$ cat src/rtl/jacobi_sweep_controller_pkg.sv
// Shared state encoding, grid coordinate type and raster stepping
// used by the Jacobi sweep controller issue and writeback paths.
package jacobi_sweep_controller_pkg;

  localparam int COORD_W = 16;

  typedef enum logic [2:0] {
    S_IDLE,
    S_SWEEP,
    S_DRAIN,
    S_SWAP,
    S_DONE
  } sweep_state_t;

  typedef struct packed {
    logic [COORD_W-1:0] y;
    logic [COORD_W-1:0] x;
  } grid_coord_t;

  function automatic logic [COORD_W-1:0] axis_max(
    input int unsigned bits
  );
    return COORD_W'((32'd1 << bits) - 32'd1);
  endfunction

  // x runs fastest; the last point wraps back to the origin.
  function automatic grid_coord_t raster_next(
    input grid_coord_t c,
    input int unsigned bits
  );
    grid_coord_t n;
    logic [COORD_W-1:0] lim;
    lim = axis_max(bits);
    n = c;
    if (c.x == lim) begin
      n.x = '0;
      n.y = (c.y == lim) ? '0 : c.y + COORD_W'(1);
    end else begin
      n.x = c.x + COORD_W'(1);
    end
    return n;
  endfunction

endpackage

$ cat src/rtl/jacobi_sweep_controller_if.sv
// Issue / writeback bundle between the sweep controller and the
// grid_solver pipeline. Addresses are {y,x}, y in the upper half.
interface jacobi_sweep_controller_if #(
  parameter int GRID_BITS = 8
);
  localparam int AW = 2 * GRID_BITS;

  logic          solver_valid;
  logic [AW-1:0] grid_addr;
  logic          solver_valid_out;
  logic [AW-1:0] solver_waddr;

  modport master (
    output solver_valid,
    output grid_addr,
    input  solver_valid_out,
    input  solver_waddr
  );

  modport slave (
    input  solver_valid,
    input  grid_addr,
    output solver_valid_out,
    output solver_waddr
  );
endinterface

$ cat src/rtl/jacobi_sweep_controller_credit.sv
// sweep_credit_counter: in-flight point counter with an issue limit
// and a sticky flag for writebacks that arrive with nothing in flight.
module sweep_credit_counter #(
  parameter int MAX_INFLIGHT = 32,
  localparam int CW = $clog2(MAX_INFLIGHT) + 1
) (
  input  logic          clk,
  input  logic          rst,
  input  logic          clr,
  input  logic          inc,
  input  logic          dec,
  output logic [CW-1:0] count,
  output logic          can_issue,
  output logic          underflow
);

  assign can_issue = count < CW'(MAX_INFLIGHT);

  always_ff @(posedge clk) begin
    if (rst) begin
      count     <= '0;
      underflow <= 1'b0;
    end else begin
      if (clr) underflow <= 1'b0;
      // A writeback with nothing outstanding is bogus and is dropped.
      if (dec && count == '0) begin
        underflow <= 1'b1;
        count     <= count + CW'(inc);
      end else if (inc && !dec) begin
        count <= count + CW'(1);
      end else if (dec && !inc) begin
        count <= count - CW'(1);
      end
    end
  end

endmodule

$ cat src/rtl/jacobi_sweep_controller.sv
// Jacobi sweep sequencer: raster issue, credit limit, in-order check,
// drain and ping-pong bank swap. SWEEP_PERF_CNT_EN adds perf counters.
module jacobi_sweep_controller
  import jacobi_sweep_controller_pkg::*;
#(
  parameter int GRID_BITS    = 8,
  parameter int ITER_W       = 8,
  parameter int MAX_INFLIGHT = 32
) (
  input  logic              clk,
  input  logic              rst,
  input  logic              start,
  input  logic [ITER_W-1:0] num_iters,
  input  logic              stall,
  jacobi_sweep_controller_if.master sif,
  output logic              rd_bank,
  output logic              busy,
  output logic              done,
  output logic [ITER_W-1:0] iter_cnt,
  output logic              err_order,
  output logic              err_underflow
`ifdef SWEEP_PERF_CNT_EN
  ,
  output logic [31:0]       stall_cycles,
  output logic [31:0]       last_sweep_cycles
`endif
);

  localparam int AW  = 2 * GRID_BITS;
  localparam int WBW = AW + 1;
  localparam int CW  = $clog2(MAX_INFLIGHT) + 1;
  localparam logic [WBW-1:0] NPTS = {1'b1, {AW{1'b0}}};
  localparam logic [AW-1:0] XMASK =
    {{GRID_BITS{1'b0}}, {GRID_BITS{1'b1}}};

  function automatic logic [AW-1:0] next_addr(
    input logic [AW-1:0] a
  );
    grid_coord_t c, n;
    c.y = COORD_W'(a >> GRID_BITS);
    c.x = COORD_W'(a & XMASK);
    n = raster_next(c, GRID_BITS);
    return AW'((32'(n.y) << GRID_BITS) | 32'(n.x));
  endfunction

  sweep_state_t      state;
  logic [ITER_W-1:0] iters;
  logic [AW-1:0]     issue_addr;
  logic [AW-1:0]     exp_addr;
  logic [AW-1:0]     cur_addr;
  logic [WBW-1:0]    wb_cnt;
  logic [CW-1:0]     inflight;
  logic              can_issue;
  logic              idle_like;
  logic              start_acc;
  logic              start_run;
  logic              issue;
  logic              wb;

  assign idle_like = (state == S_IDLE) || (state == S_DONE);
  assign start_acc = idle_like && start;
  assign start_run = start_acc && (num_iters != '0);
  // The first point goes out on the same edge that accepts start.
  assign issue     = !stall && can_issue &&
                     ((state == S_SWEEP) || start_run);
  assign cur_addr  = start_acc ? '0 : issue_addr;
  assign wb        = sif.solver_valid_out;
  assign busy      = state inside {S_SWEEP, S_DRAIN, S_SWAP};

  sweep_credit_counter #(
    .MAX_INFLIGHT (MAX_INFLIGHT)
  ) u_credit (
    .clk       (clk),
    .rst       (rst),
    .clr       (start_acc),
    .inc       (issue),
    .dec       (wb),
    .count     (inflight),
    .can_issue (can_issue),
    .underflow (err_underflow)
  );

  always_ff @(posedge clk) begin
    if (rst) begin
      state            <= S_IDLE;
      iters            <= '0;
      iter_cnt         <= '0;
      rd_bank          <= 1'b0;
      done             <= 1'b0;
      err_order        <= 1'b0;
      issue_addr       <= '0;
      exp_addr         <= '0;
      wb_cnt           <= '0;
      sif.solver_valid <= 1'b0;
      sif.grid_addr    <= '0;
    end else begin
      done             <= 1'b0;
      sif.solver_valid <= issue;
      if (wb) begin
        if (sif.solver_waddr != exp_addr) err_order <= 1'b1;
        exp_addr <= next_addr(exp_addr);
        wb_cnt   <= wb_cnt + WBW'(1);
      end
      unique case (state)
        S_IDLE, S_DONE: begin
          if (start) begin
            iters      <= num_iters;
            iter_cnt   <= '0;
            err_order  <= 1'b0;
            issue_addr <= '0;
            exp_addr   <= '0;
            wb_cnt     <= '0;
            if (num_iters == '0) begin
              state <= S_DONE;
              done  <= 1'b1;
            end else begin
              state <= S_SWEEP;
            end
          end
        end
        S_SWEEP: begin
          if (issue && cur_addr == '1) state <= S_DRAIN;
        end
        S_DRAIN: begin
          if (inflight == '0 && wb_cnt == NPTS) state <= S_SWAP;
        end
        S_SWAP: begin
          rd_bank  <= ~rd_bank;
          iter_cnt <= iter_cnt + ITER_W'(1);
          if (iter_cnt + ITER_W'(1) == iters) begin
            state <= S_DONE;
            done  <= 1'b1;
          end else begin
            state  <= S_SWEEP;
            wb_cnt <= '0;
          end
        end
        default: state <= S_IDLE;
      endcase
      if (issue) begin
        sif.grid_addr <= cur_addr;
        issue_addr    <= next_addr(cur_addr);
      end
    end
  end

`ifdef SWEEP_PERF_CNT_EN
  logic [31:0] sweep_cyc;

  always_ff @(posedge clk) begin
    if (rst) begin
      stall_cycles      <= '0;
      last_sweep_cycles <= '0;
      sweep_cyc         <= '0;
    end else begin
      if (start_acc) begin
        stall_cycles <= '0;
      end else if (state == S_SWEEP && !issue &&
                   stall_cycles != '1) begin
        stall_cycles <= stall_cycles + 32'd1;
      end
      if (state == S_SWEEP || state == S_DRAIN) begin
        sweep_cyc <= sweep_cyc + 32'd1;
      end else begin
        sweep_cyc <= '0;
      end
      if (state == S_SWAP) last_sweep_cycles <= sweep_cyc;
    end
  end
`endif

endmodule

$ cat src/flat_wrapper.sv
// flat-port wrapper written by rule: the top's interface ports become plain ports
module jacobi_sweep_controller_flat import jacobi_sweep_controller_pkg::*;
#(
  parameter int GRID_BITS    = 8,
  parameter int ITER_W       = 8,
  parameter int MAX_INFLIGHT = 32
)
  (clk, rst, start, num_iters, stall, rd_bank, busy, done, iter_cnt, err_order, err_underflow, sif_solver_valid, sif_grid_addr, sif_solver_valid_out, sif_solver_waddr);
  jacobi_sweep_controller_if #(.GRID_BITS(GRID_BITS)) sif_i ();
  input  logic clk;
  input  logic rst;
  input  logic start;
  input  logic [ITER_W-1:0] num_iters;
  input  logic stall;
  output logic rd_bank;
  output logic busy;
  output logic done;
  output logic [ITER_W-1:0] iter_cnt;
  output logic err_order;
  output logic err_underflow;
  output wire logic [$bits(sif_i.solver_valid)-1:0] sif_solver_valid;
  output wire logic [$bits(sif_i.grid_addr)-1:0] sif_grid_addr;
  input wire logic [$bits(sif_i.solver_valid_out)-1:0] sif_solver_valid_out;
  input wire logic [$bits(sif_i.solver_waddr)-1:0] sif_solver_waddr;
  assign sif_solver_valid = sif_i.solver_valid;
  assign sif_grid_addr = sif_i.grid_addr;
  assign sif_i.solver_valid_out = sif_solver_valid_out;
  assign sif_i.solver_waddr = sif_solver_waddr;
  jacobi_sweep_controller #(.GRID_BITS(GRID_BITS), .ITER_W(ITER_W), .MAX_INFLIGHT(MAX_INFLIGHT)) u_core (.clk(clk), .rst(rst), .start(start), .num_iters(num_iters), .stall(stall), .sif(sif_i), .rd_bank(rd_bank), .busy(busy), .done(done), .iter_cnt(iter_cnt), .err_order(err_order), .err_underflow(err_underflow));
endmodule
$ cat config.mk
export PLATFORM = sky130hd
export DESIGN_NAME = jacobi_sweep_controller_flat
export DESIGN_NICKNAME = d
export VERILOG_FILES = /design/src/rtl/jacobi_sweep_controller_pkg.sv /design/src/rtl/jacobi_sweep_controller_if.sv /design/src/rtl/jacobi_sweep_controller_credit.sv /design/src/rtl/jacobi_sweep_controller.sv /design/src/flat_wrapper.sv
export SDC_FILE = /design/constraint.sdc
export NUM_CORES = 1
export LEC_CHECK = 0
export ABC_AREA = 1
export CAP_MARGIN = 20
export CORE_MARGIN = 5
export CORE_UTILIZATION = 50
export DETAILED_ROUTE_END_ITERATION = 7
export PLACE_DENSITY = 0.78
export SYNTH_ARGS = -nofsm -noshare
export SYNTH_HDL_FRONTEND = slang
export SYNTH_SLANG_ARGS = --single-unit
$ cat constraint.sdc
create_clock -name clk -period 2.8 [get_ports clk]
set_input_delay 0.7 -clock clk [delete_from_list [all_inputs] [get_ports clk]]
set_output_delay 0.7 -clock clk [all_outputs]
set_load 0.05 [all_outputs]
==> qor.yml <==
fin_skew_ps: 9.95
cts_tree: "done"
synth_top_area_frac: 0.393
layout_commonest_cell: "nand2_1"
die_h_um: 108
drcViolationCount: 0
drtIter0Drc: 225
dieArea_mm2: 0.0117
slew_headroom: 0.627
regArea_mm2: 0.00190
pwr-share-seq: 0.383
use_met2: 0.387
hold_class: "reg -> reg"
grt_max_degree: 32
switching_share: 0.408
outcome: "finished, final reports clean"
setup_viol: 0
yosysSeqAreaShare: 0.393
yosysTopAreaCell: "dfxtp_1"
ys.flop_type: "dfxtp_1"
vias: 4717
syn-cell-area_mm2: 0.00483
antenna_found_initial: 0
fin_ws_ps: 136
coreArea_mm2: 0.00933
initial_core_util: 0.518
avgSynthCellArea_um2: 7.10
synth_cells: 681
r2r_start: "u_core.state[0]$_SDFFE_PP0P_"
grt_pass1_vias: 4727
dpl_worst_slack_ps: -406
p_sw_w: 0.00175
arrival_ps: 2930
antenna_cells: 0
min_period_over_period: 0.951
finalNetCount: 807
fin_tns_setup_ps: 0
cts-buffers-inserted: 9
num-fill-cells: 834
ys_warn_count: 0
post_drt_wl_per_cell_um: 13.2
grt_pass1_wl_mm: 20.4
power_w: 0.00429
required_ps: 3070
dr.pass1.iters: 5
use_met1: 0.250
cts.path.max_buffers: 2
io_buffer_count: 58
use_met3: 0.0257
cp-start-kind: "input port"
clkPwrFrac: 0.198
wirelength_mm: 11.9
multiInputGateArea_mm2: 0.00258
place_congestion: 0.864
synth_area_leaders: "dfxtp_1, nand2_1, nor2_1, inv_1, xor2_1"
syn2layout_area_growth_pct: 24.5
ys_ff_latch: 95
hold_violations: 0
hpwl_mm: 8.92
numClockSinks: 95
end_kind: "register"
clk_pin_slew_ps: 100
final_cell_mix: "nand2_1, nor2_1, dfxtp_1"
cts_max_level: 3
synth_edf_count: 0
viasPerCell: 5.23
fin_hold_ws_ps: 472
grt.overflow.total: 0
die_w_um: 108
grt_usage: 0.210
maxCapViolations: 0
combPwrFrac: 0.419
p_per_area_mw_per_mm2: 713
p_int_w: 0.00254
cts_root_buf: "clkbuf_8"
antenna_left: 0
synth_cell_types: 41
max_freq_mhz: 375
top_level_ports: 59
fp-row-count: 35
clock_latency_ps: 360
maxSlewViolCount: 0
crit_path_start: "num_iters[5]"
p_leak_nw: 2.33
min_from: "u_core.u_credit.underflow$_SDFFE_PP0P_"
final.min_clock_period_ps: 2660
path_max_fanout: 3
ir_drop_v: 0.000573
top_usage_layer: "met2"
drive_above_1_share: 0.124
ys_async_sr_fraction: 0
crit_type: "in -> reg"
worst_pin_slew_ps: 557
synth_nets: 720
## layer usage
metal / vias up / share of wire
met5: - / 0
met1: 2186 / 0.42
met4: 0 / 0.019
li1: 2360 / -
met2: 151 / 0.50
met3: 20 / 0.054
## final cells by class
class,instances,area share
Inverter,88,0.0553
Clock buffer,10,0.0229
Tap cell,129,0.0268
Multi-Input combinational cell,481,0.429
Sequential cell,95,0.316
Clock inverter,6,0.00748
Timing Repair Buffer,93,0.142
## registers in the layout, summed over array words and instances (netlist names), 3 cells and up
name,flops
u_core.u_credit.count,6
u_core.iters,8
u_core.wb_cnt,17
u_core.exp_addr,16
u_core.iter_cnt,8
u_core.state,3
u_core.issue_addr,16
u_core.sif.grid_addr,16
## cells in the mapped netlist (2+ instances only)
cell type	n
a211oi_1	6
a21oi_1	41
a31oi_1	3
buf_1	2
clkbuf_1	13
dfxtp_1	95
ha_1	9
inv_1	88
nand2_1	111
nand2_2	3
nand2_4	2
nand3_1	35
nand4_1	13
nor2_1	106
nor2_2	12
nor3_1	21
nor3b_1	2
nor4_1	5
o211ai_1	3
o21a_1	3
o21ai_0	44
or2_2	4
xnor2_1	13
xor2_1	30
## what timing repair did
item | CTS | global route
pin swaps | 0 | 13
setup endpoints to repair | 1 | 9
gates resized for setup | 1 | 26
buffers inserted | 0 | 3
hold buffers | 0 | 0
## per-stage QoR
stage	cells	util	area [um2]
6_report	902	0.645	6020
3_3_place_gp	883	0.616	5740
5_1_grt	902	0.645	6020
2_1_floorplan	681	-	4840
3_5_place_dp	883	0.616	5740
4_1_cts	899	0.635	5930
## cells by family (layout without fill, tap and decap cells)
| logic type | after synthesis | in the layout | synth area share |
|---|---|---|---|
| flops | 95 | 95 | 0.393 |
| xor+xnor | 44 | 44 | 0.0813 |
| compound gates | 106 | 106 | 0.120 |
| simple gates | 321 | 321 | 0.295 |
| buf+inv | 105 | 197 | 0.0833 |
| fa+ha+maj | 10 | 10 | 0.0274 |
## critical path: stages
cell             delay, ps
clkdlybuf4s50_1        470
nor2_1                  50
nand2_1                130
o21ai_2                 80
nand2_1                 90
nand2_2                 60
inv_2                   60
or2_2                  120
ha_4                   130
inv_2                   40
fa_2                   380
or2_4                  240
o211ai_1               180
nand3_1                 90
nand2_1                 70
inv_1                   40
## worst paths after layout
| kind | end | slack (ps) | cells after the start |
|---|---|---|---|
| worst max-delay path | u_core.u_credit.count[4]$_SDFFE_PP0P_ | 140 | 16 |
| worst min-delay path | u_core.u_credit.underflow$_SDFFE_PP0P_ | 470 | 2 |
| worst max register to register | u_core.u_credit.count[4]$_SDFFE_PP0P_ | 340 | 16 |
| worst min register to register | u_core.u_credit.underflow$_SDFFE_PP0P_ | 470 | 2 |
## power groups by stage
stage | logic [W] | registers, W | clock network, W
finish | 0.00180 | 0.00165 | 0.000849
global route | 0.00199 | 0.00167 | 0.000921
CTS | 0.00171 | 0.00164 | 0.000866
detailed placement | 0.00169 | 0.00167 | 0
global placement | 0.00165 | 0.00166 | 0
floorplan | 0.000918 | 0.00189 | 0
Note: power is estimated with default switching activity, not from simulation.
